<file path="src/rtl/rotation_decoder_pkg.sv">
// Shared definitions for the rotation decoder: FSM state encoding and the
// direction/operation encodings used by the companion shift/rotate datapath.
package rot_dec_pkg;

  typedef enum logic [1:0] {
    IDLE   = 2'd0,
    SEARCH = 2'd1,
    DONE   = 2'd2
  } state_t;

  // Direction encoding matches shift_dir on the shifter.
  localparam logic DIR_LEFT  = 1'b0;
  localparam logic DIR_RIGHT = 1'b1;

  // Operation encoding: logical shift fills with zeros, rotate wraps bits.
  localparam logic OP_SHIFT  = 1'b0;
  localparam logic OP_ROTATE = 1'b1;

endpackage

</file>
<file path="src/rtl/rotation_decoder_word_shift_unit.sv">
// word_shift_unit: combinational shift/rotate of one word by a given amount.
// Logical shifts fill with zeros; rotates OR in the bits pushed out of the
// opposite end. The amount is always below WIDTH, so the wrap shift by
// WIDTH-amount is at most WIDTH and collapses to zero for amount == 0.
module word_shift_unit
  import rot_dec_pkg::*;
#(
  parameter  int WIDTH = 4,
  localparam int AMT_W = $clog2(WIDTH)
) (
  input  logic [WIDTH-1:0] word,
  input  logic [AMT_W-1:0] amount,
  input  logic             dir,
  input  logic             op,
  output logic [WIDTH-1:0] result
);

  logic [WIDTH-1:0] fwd;
  logic [WIDTH-1:0] wrap;

  // Main shift plus the wrapped-around part, merged only for rotate.
  always_comb begin
    if (dir == DIR_RIGHT) begin
      fwd  = word >> amount;
      wrap = word << (WIDTH - int'(amount));
    end else begin
      fwd  = word << amount;
      wrap = word >> (WIDTH - int'(amount));
    end
    result = (op == OP_ROTATE) ? (fwd | wrap) : fwd;
  end

endmodule

</file>
<file path="src/rtl/rotation_decoder.sv">
// rotation_decoder: recovers the shift/rotate amount and direction that maps
// an original word onto a transformed word.
//
// Handshake: start_in is a request pulse that is accepted only while the
// decoder is idle (busy_out low); operands are captured on that edge and
// later input changes are ignored. busy_out stays high from the cycle after
// acceptance until the result cycle completes; done_out pulses for exactly
// one cycle and found_out/amt_out/dir_out are valid from that cycle on and
// hold until the next result is written. A start seen while busy is dropped.
//
// Build option: define ROT_DEC_PARALLEL_EN to evaluate every amount and both
// directions in a single search cycle. Without it, one amount is tested per
// cycle. Results are identical; only latency differs.
//
// Search order: smallest amount first, left before right at equal amount.
module rotation_decoder
  import rot_dec_pkg::*;
#(
  parameter  int WIDTH = 4,
  localparam int AMT_W = $clog2(WIDTH)
) (
  input  logic             clk,
  input  logic             rst,
  input  logic             start_in,
  input  logic [WIDTH-1:0] orig_in,
  input  logic [WIDTH-1:0] rot_in,
  input  logic             op_in,
  output logic             busy_out,
  output logic             done_out,
  output logic             found_out,
  output logic [AMT_W-1:0] amt_out,
  output logic             dir_out
);

  state_t           state;
  logic [WIDTH-1:0] orig_q;
  logic [WIDTH-1:0] rot_q;
  logic             op_q;
  logic [AMT_W-1:0] k;

  // Result of the current search cycle.
  logic             hit;
  logic [AMT_W-1:0] hit_amt;
  logic             hit_dir;
  logic             last;

`ifdef ROT_DEC_PARALLEL_EN

  logic [WIDTH-1:0] left_w  [WIDTH];
  logic [WIDTH-1:0] right_w [WIDTH];

  for (genvar g = 0; g < WIDTH; g++) begin : g_cand
    word_shift_unit #(.WIDTH(WIDTH)) u_left (
      .word   (orig_q),
      .amount (AMT_W'(g)),
      .dir    (DIR_LEFT),
      .op     (op_q),
      .result (left_w[g])
    );
    word_shift_unit #(.WIDTH(WIDTH)) u_right (
      .word   (orig_q),
      .amount (AMT_W'(g)),
      .dir    (DIR_RIGHT),
      .op     (op_q),
      .result (right_w[g])
    );
  end

  // Priority encoder: first hit in ascending amount, left before right.
  always_comb begin
    hit     = 1'b0;
    hit_amt = '0;
    hit_dir = DIR_LEFT;
    for (int i = 0; i < WIDTH; i++) begin
      if (!hit && (left_w[i] == rot_q)) begin
        hit     = 1'b1;
        hit_amt = AMT_W'(i);
        hit_dir = DIR_LEFT;
      end else if (!hit && (right_w[i] == rot_q)) begin
        hit     = 1'b1;
        hit_amt = AMT_W'(i);
        hit_dir = DIR_RIGHT;
      end
    end
  end

  // Every candidate is covered in one cycle, so the search always ends.
  assign last = 1'b1;

`else

  logic [WIDTH-1:0] left_w;
  logic [WIDTH-1:0] right_w;

  word_shift_unit #(.WIDTH(WIDTH)) u_left (
    .word   (orig_q),
    .amount (k),
    .dir    (DIR_LEFT),
    .op     (op_q),
    .result (left_w)
  );

  word_shift_unit #(.WIDTH(WIDTH)) u_right (
    .word   (orig_q),
    .amount (k),
    .dir    (DIR_RIGHT),
    .op     (op_q),
    .result (right_w)
  );

  // Test the current amount k; left wins when both directions match.
  always_comb begin
    hit     = (left_w == rot_q) || (right_w == rot_q);
    hit_amt = k;
    hit_dir = (left_w == rot_q) ? DIR_LEFT : DIR_RIGHT;
  end

  // The final amount has been tried once k reaches WIDTH-1.
  assign last = (k == AMT_W'(WIDTH - 1));

`endif

  // Control FSM: capture operands, step the search, publish the result.
  always_ff @(posedge clk) begin
    if (rst) begin
      state     <= IDLE;
      busy_out  <= 1'b0;
      done_out  <= 1'b0;
      found_out <= 1'b0;
      amt_out   <= '0;
      dir_out   <= DIR_LEFT;
      orig_q    <= '0;
      rot_q     <= '0;
      op_q      <= OP_SHIFT;
      k         <= '0;
    end else begin
      done_out <= 1'b0;
      case (state)
        IDLE: begin
          if (start_in) begin
            orig_q   <= orig_in;
            rot_q    <= rot_in;
            op_q     <= op_in;
            k        <= '0;
            busy_out <= 1'b1;
            state    <= SEARCH;
          end
        end
        SEARCH: begin
          if (hit) begin
            found_out <= 1'b1;
            amt_out   <= hit_amt;
            dir_out   <= hit_dir;
            done_out  <= 1'b1;
            state     <= DONE;
          end else if (last) begin
            found_out <= 1'b0;
            amt_out   <= '0;
            dir_out   <= DIR_LEFT;
            done_out  <= 1'b1;
            state     <= DONE;
          end else begin
            k <= k + AMT_W'(1);
          end
        end
        DONE: begin
          busy_out <= 1'b0;
          state    <= IDLE;
        end
        default: begin
          busy_out <= 1'b0;
          state    <= IDLE;
        end
      endcase
    end
  end

endmodule

</file>
<file path="config.mk">
export PLATFORM = sky130hd
export DESIGN_NAME = rotation_decoder
export DESIGN_NICKNAME = d
export VERILOG_FILES = /design/src/rtl/rotation_decoder_pkg.sv /design/src/rtl/rotation_decoder_word_shift_unit.sv /design/src/rtl/rotation_decoder.sv
export SDC_FILE = /design/constraint.sdc
export NUM_CORES = 1
export LEC_CHECK = 0
export ABC_AREA = 1
export CAP_MARGIN = 20
export CORE_ASPECT_RATIO = 0.6
export CORE_MARGIN = 2
export CORE_UTILIZATION = 33
export CTS_BUF_LIST = sky130_fd_sc_hd__clkbuf_2
export DETAILED_ROUTE_END_ITERATION = 12
export PLACE_DENSITY = 0.58
export SLEW_MARGIN = 20
export SYNTH_ARGS = -nofsm -noshare
export SYNTH_HDL_FRONTEND = slang
export SYNTH_SLANG_ARGS = --single-unit
</file>
<file path="constraint.sdc">
create_clock -name clk -period 6 [get_ports clk]
set_input_delay 1.5 -clock clk [delete_from_list [all_inputs] [get_ports clk]]
set_output_delay 1.5 -clock clk [all_outputs]
set_load 0.05 [all_outputs]
</file>
==> reports/qor.txt, run 1 <==
Core Area: 3260 µm²
setup_tns: 0 ns
Max Cap Viol: 0
layout cells sized above 1: 9.69%
antenna cells: 0
final hold viol count: 0
DR vias/cell: 4.87
gpl congestion: 0.866
IO buf count: 17
Max Slew Vio Count: 0
largest stage delay on the critical path: 0.81 ns
sequential share of power: 29.1%
Worst path slowest cell: clkdlybuf4s50_1
Hold Crit Start: found_out
Hold Crit Depth: 2
global route total overflow: 0
dpl cells: 237
clock share of power: 8.7%
area delta synth->final: 20.0%
relative slew slack: 64.0%
syn nets: 193
Detailed Route WL: 2.76 mm
TritonCTS buffer count: 3
synthesized area: 1130 µm²
Power per Cell Area: 503 nW/µm²
Synth area leaders: dfxtp_1 34%, nand2_1 19%, nand3_1 12%, a21oi_1 5.3%, nor2_1 5.3%
Buf+Inv Stages, Crit Path: 1
vias: 1174
most frequent cells in the layout: 57 x nand2_1, 27 x nand3_1, 19 x dfxtp_1, 17 x clkdlybuf4s50_1, 16 x nor2_1
DRC Markers: 0
DRT Pass-1 Iters: 4
net switching power: 0.361 mW
CP top delay family: buffers and inverters
Site Rows: 16
Die Y: 49.4 µm
switch share: 52.9%
Worst Setup Start Kind: flip-flop
library cells used by synthesis: 18
Longest Clk Path Bufs: 2
first-pass GRT wire length: 4.47 mm
Slew @ Worst Pin: 0.538 ns
initial antenna violation count: 0
R2R Path Start: hit_amt[1]
Final ANT Viol Nets: 0
H-tree Lvls: 1
EDFF count, synth: 0
flop2flop setup slack: 3.32 ns
Fillers: 344
worst min-delay path category: flip-flop to flip-flop
Worst Clk Skew: 0.0155 ns
period utilization: 50.3%
fmax: 0.331 GHz
Worst-path clk slew: 0.21 ns
worst r2r path cells: 14
Skew-Pair Late Insertion Delay: 0.33 ns
placed cell area: 1340 µm²
sequential fraction of the synthesis area: 33.6%
Tmin final: 3.02 ns
Root Buffer: clkbuf_2
Synth area leader: dfxtp_1
CTS resizes: 0
Gate power share: 62.2%
Fin Hold WS: 0.480 ns
mean post-synth cell area: 6.35 µm²
Synth Flop Type: dfxtp_1
post-CTS setup buffers: 0
Syn. warnings: 0
Setup violations, final: 0
Pint: 0.322 mW
worst-path cell chain: clkdlybuf4s50_1
Die X: 79.6 µm
Total GRT Usage: 14.7%
nets: 212
vias in the first global route: 963
Peak VDD IR: 0.157 mV
CP Data Arrival Time: 1.52 ns
ys async rst share: 0%
routed length per placed instance: 11.4 µm
DIE AREA: 3930 µm²
FF-to-FF End: hit_amt[1]
Synth Instances: 178
DPL Wire Length: 2.09 mm
most common cell after layout, fill and taps aside: nand2_1
status: completed
RSZ-0062 raised after global routing: no
Crit. End Element: output port
number of synthesized register bits: 19
pin count of the biggest net entering global routing: 18
initial DRC count: 98
worst path required time: 4.50 ns
hold buffer count at CTS: 0
Crit Path Max Fanout: 2
Post-Layout Cell Count: 241
Layout Cell Area excl Fill: 1360 µm²
Starting Density: 34.7%
CTS tree: done
Ports: 18
clk sink count: 19
Lkg Pwr: 0.651 nW
share of the synthesized area in the top cell type: 33.6%
WHS Endpoint: found_out
critical path class: flip-flop to output port
synth_stat cells, types with 2 or more instances:
cell	count
nor2_1	16
nand2_4	2
inv_1	13
o21ai_0	10
nand4_1	3
inv_2	2
o21ai_2	2
nand3_1	27
dfxtp_1	19
ha_1	3
a21oi_1	12
nand2_1	57
nor2_2	2
nand2_2	6
kinds of logic after synthesis:
logic type               share of synthesized area (%)
AND/OR/NAND/NOR                                   44.2
AO/OA/AOI/OAI                                     11.3
buffers and inverters                             7.52
flip-flops                                        33.6
adder cells (fa/ha/maj)                           3.32
worst reg2reg max path: cells and delay by family (launching register included):
| kind | cells | cell delay (ns) |
|---|---|---|
| buffers and inverters | 2 | 0.43 |
| and+or+nand+nor | 10 | 1.08 |
| adders and majority gates | 1 | 0.43 |
| DFF | 1 | 0.51 |
| AOI/OAI and AO/OA | 1 | 0.16 |
final cells by class:
type	instances	area [µm²]	area share (%)
clock buffer	3	15.0	1.11
clock inverter	1	7.51	0.553
inverter	16	62.6	4.61
multi-input combinational	140	666	49.0
sequential	19	380	28.0
tap	45	56.3	4.15
timing repair buffer	17	170	12.5
through the flow:
stage / setup WS [ns] / total power [mW] / util (%)
CTS: 2.95 / 0.685 / 41.6
global placement: 3.01 / 0.613 / 40.9
floorplan: 3.85 / 0.534 / -
detailed placement: 2.90 / 0.623 / 40.9
finish: 2.98 / 0.683 / 41.6
global route: 2.91 / 0.753 / 41.6
registers in the layout, indices dropped and copies added (netlist names):
name       count
op_q           1
busy_out       1
hit_amt        2
amt_out        2
rot_q          4
done_out       1
state          2
found_out      1
dir_out        1
orig_q         4
worst max-delay path by stage:
stage                 end      from  cells past startpoint  slack, ns
2_1_floorplan  hit_amt[0]  start_in                      4       3.85
3_3_place_gp   hit_amt[0]  start_in                      5       3.01
3_5_place_dp   hit_amt[1]  start_in                      5       2.90
4_1_cts          busy_out  busy_out                      1       2.95
5_1_grt          busy_out  busy_out                      1       2.91
6_report         busy_out  busy_out                      1       2.98
layer usage:
| metal | up-vias | global-route usage [%] | routed length, µm |
|---|---|---|---|
| met1 | 523 | 22.8 | 1470 |
| li1 | 615 | - | - |
| met3 | 2 | 4.63 | 195 |
| met4 | 0 | 1.72 | 7 |
| met2 | 34 | 20.0 | 1090 |
| met5 | - | 0 | 0 |
power by group through the flow:
stage / Clock, mW / Combinational [mW] / Sequential, mW
floorplan: 0 / 0.308 / 0.227
global placement: 0 / 0.413 / 0.200
finish: 0.0594 / 0.425 / 0.199
CTS: 0.0626 / 0.424 / 0.199
detailed placement: 0 / 0.421 / 0.201
global route: 0.0672 / 0.481 / 0.205
Power figures use the tool's default switching activity.
==> run 2, diff against run 1 <==
- PLACE_DENSITY: 0.58 -> 0.6
- clock period: 6 -> 2.7 ns (I/O delays scaled with it)
==> run 2 against run 1 <==
- via count up 0.43%
- sequential share of layout area shrank 0.19 points
- cell count rose by 0.83%
- clock-buffer cell count unchanged
- non-clock buffer count up 2
- sequential power is 120% higher
- die area stayed put
- total power increased by 130%
- register-to-register slack got worse by 3.0 ns
- setup slack got worse by 2.6 ns
- combinational power rose by 130%
- critical path depth up 13
- critical path type is now flip-flop to flip-flop
- critical endpoint is now hit_amt[0]
- largest cell class unchanged
==> reports/qor.txt, run 2 (synthesis results as in run 1) <==
status: completed
M3 GR Usage: 4.07% (-0.56 points)
Tmin final: 2.36 ns
TritonCTS buffer count: 3 (unchanged)
setup_tns: 0 ns (unchanged)
worst min-delay path category: flip-flop to flip-flop
post-CTS setup buffers: 0 (unchanged)
IO buf count: 17 (unchanged)
relative slew slack: 66.8% (+2.7 points)
gpl congestion: 0.948 (+9.4%)
Root Buffer: clkbuf_2
fmax: 0.424 GHz
Die Y: 49.4 µm (unchanged)
clk sink count: 19 (unchanged)
Crit Path Max Fanout: 10 (+8)
flop2flop setup slack: 0.34 ns (-2.98 ns)
Skew-Pair Late Insertion Delay: 0.32 ns (about the same)
initial antenna violation count: 0 (unchanged)
critical path class: flip-flop to flip-flop
M1 GR Usage: 22.8% (+0.077 points)
area delta synth->final: 21.2%
Final ANT Viol Nets: 0 (unchanged)
vias: 1179 (+0.43%)
CTS tree: done
most frequent cells in the layout: 57 x nand2_1, 27 x nand3_1, 18 x dfxtp_1, 17 x clkdlybuf4s50_1, 16 x nor2_1
grt met2 use: 23.1% (+3.1 points)
most common cell after layout, fill and taps aside: nand2_1
Longest Clk Path Bufs: 2 (unchanged)
Peak VDD IR: 0.402 mV (+160%)
Site Rows: 16 (unchanged)
Setup violations, final: 0 (unchanged)
Total GRT Usage: 15.6% (+0.88 points)
Power per Cell Area: 1120 nW/µm² (+120%)
global route total overflow: 0 (unchanged)
Die X: 79.6 µm (unchanged)
Worst-path clk slew: 0.20 ns (about the same)
Max Slew Vio Count: 0 (unchanged)
nets: 214 (+0.94%)
DRC Markers: 0 (unchanged)
Crit. End Element: flip-flop
routed length per placed instance: 11.4 µm (about the same)
Detailed Route WL: 2.78 mm (+0.83%)
Lkg Pwr: 0.664 nW (+2.0%)
dpl cells: 239 (+0.84%)
period utilization: 87.3%
hold buffer count at CTS: 0 (unchanged)
Core Area: 3260 µm² (unchanged)
vias in the first global route: 1055 (+9.6%)
Worst Clk Skew: 0.00996 ns (-0.00551 ns)
Worst Setup Start Kind: flip-flop
CP Data Arrival Time: 2.59 ns (+1.07 ns)
Fin Hold WS: 0.480 ns (+0.000434 ns)
DIE AREA: 3930 µm² (unchanged)
first-pass GRT wire length: 4.83 mm (+8.0%)
antenna cells: 0 (unchanged)
worst path required time: 2.93 ns (-1.57 ns)
Max Cap Viol: 0 (unchanged)
initial DRC count: 144 (+47%)
global route hottest layer: met2
Post-Layout Cell Count: 243 (+0.83%)
Ports: 18 (unchanged)
CTS resizes: 0 (unchanged)
pin count of the biggest net entering global routing: 13 (-5)
Starting Density: 34.7% (unchanged)
final hold viol count: 0 (unchanged)
Slew @ Worst Pin: 0.497 ns (-0.0413 ns)
DPL Wire Length: 2.26 mm (+7.8%)
largest registers: orig_q x4, rot_q x4
DRT Pass-1 Iters: 4 (unchanged)
Fillers: 356 (+3.5%)
RSZ-0062 raised after global routing: no
DR vias/cell: 4.85 (-0.40%)
final core occ: 42.0% (+0.42 points)
layout cells sized above 1: 11.1% (+1.4 points)
H-tree Lvls: 1 (unchanged)
run 2: final timing paths:
path | start | end | depth (start not counted)
worst max-delay path | hit_amt[1] | hit_amt[0] | 14
worst min-delay path | busy_out | busy_out | 2
worst max register to register | hit_amt[1] | hit_amt[0] | 14
worst min register to register | busy_out | busy_out | 2
run 2: per-layer routing:
layer,routed length (µm),vias to the layer above,part of all wire [%]
met2,1170,31,42
met3,171,2,6.2
met5,0,-,0
met4,12,0,0.43
li1,-,618,-
met1,1430,528,51
run 2: per-stage QoR:
| stage | setup slack, ns | total power, mW | area, µm² |
|---|---|---|---|
| 6_report | 0.343 | 1.54 | 1370 |
| 5_1_grt | 0.0536 | 1.70 | 1370 |
| 4_1_cts | 0.270 | 1.54 | 1370 |
| 3_5_place_dp | 0.296 | 1.41 | 1350 |
| 3_3_place_gp | 0.415 | 1.38 | 1350 |
| 2_1_floorplan | 0.593 | 1.19 | 1130 |
run 2: final cells by class:
class | instances | area [µm²] | share of cell area (%)
Timing Repair Buffer | 19 | 185 | 13.5
Clock inverter | 1 | 5.00 | 0.365
Clock buffer | 3 | 15.0 | 1.09
Sequential cell | 19 | 382 | 27.8
Multi-Input combinational cell | 140 | 666 | 48.5
Inverter | 16 | 62.6 | 4.56
Tap cell | 45 | 56.3 | 4.11
run 2: worst max-delay path, stage by stage, from the launching register on:
cell	delay, ns
dfxtp_1	0.49
inv_1	0.09
ha_1	0.36
inv_1	0.16
nand2_1	0.07
nor2_1	0.24
nand2_1	0.12
nand3_1	0.10
nand2_1	0.07
nor2_2	0.10
nand2_1	0.07
nand2_2	0.11
nand2_4	0.09
a21oi_1	0.14
nor2_1	0.06
run 2: power breakdown:
part | switching (mW) | internal, mW | leakage, nW
Sequential | 0.0772 | 0.363 | 0.157
Combinational | 0.634 | 0.339 | 0.491
Clock | 0.0937 | 0.0336 | 0.0164
Total | 0.805 | 0.736 | 0.664
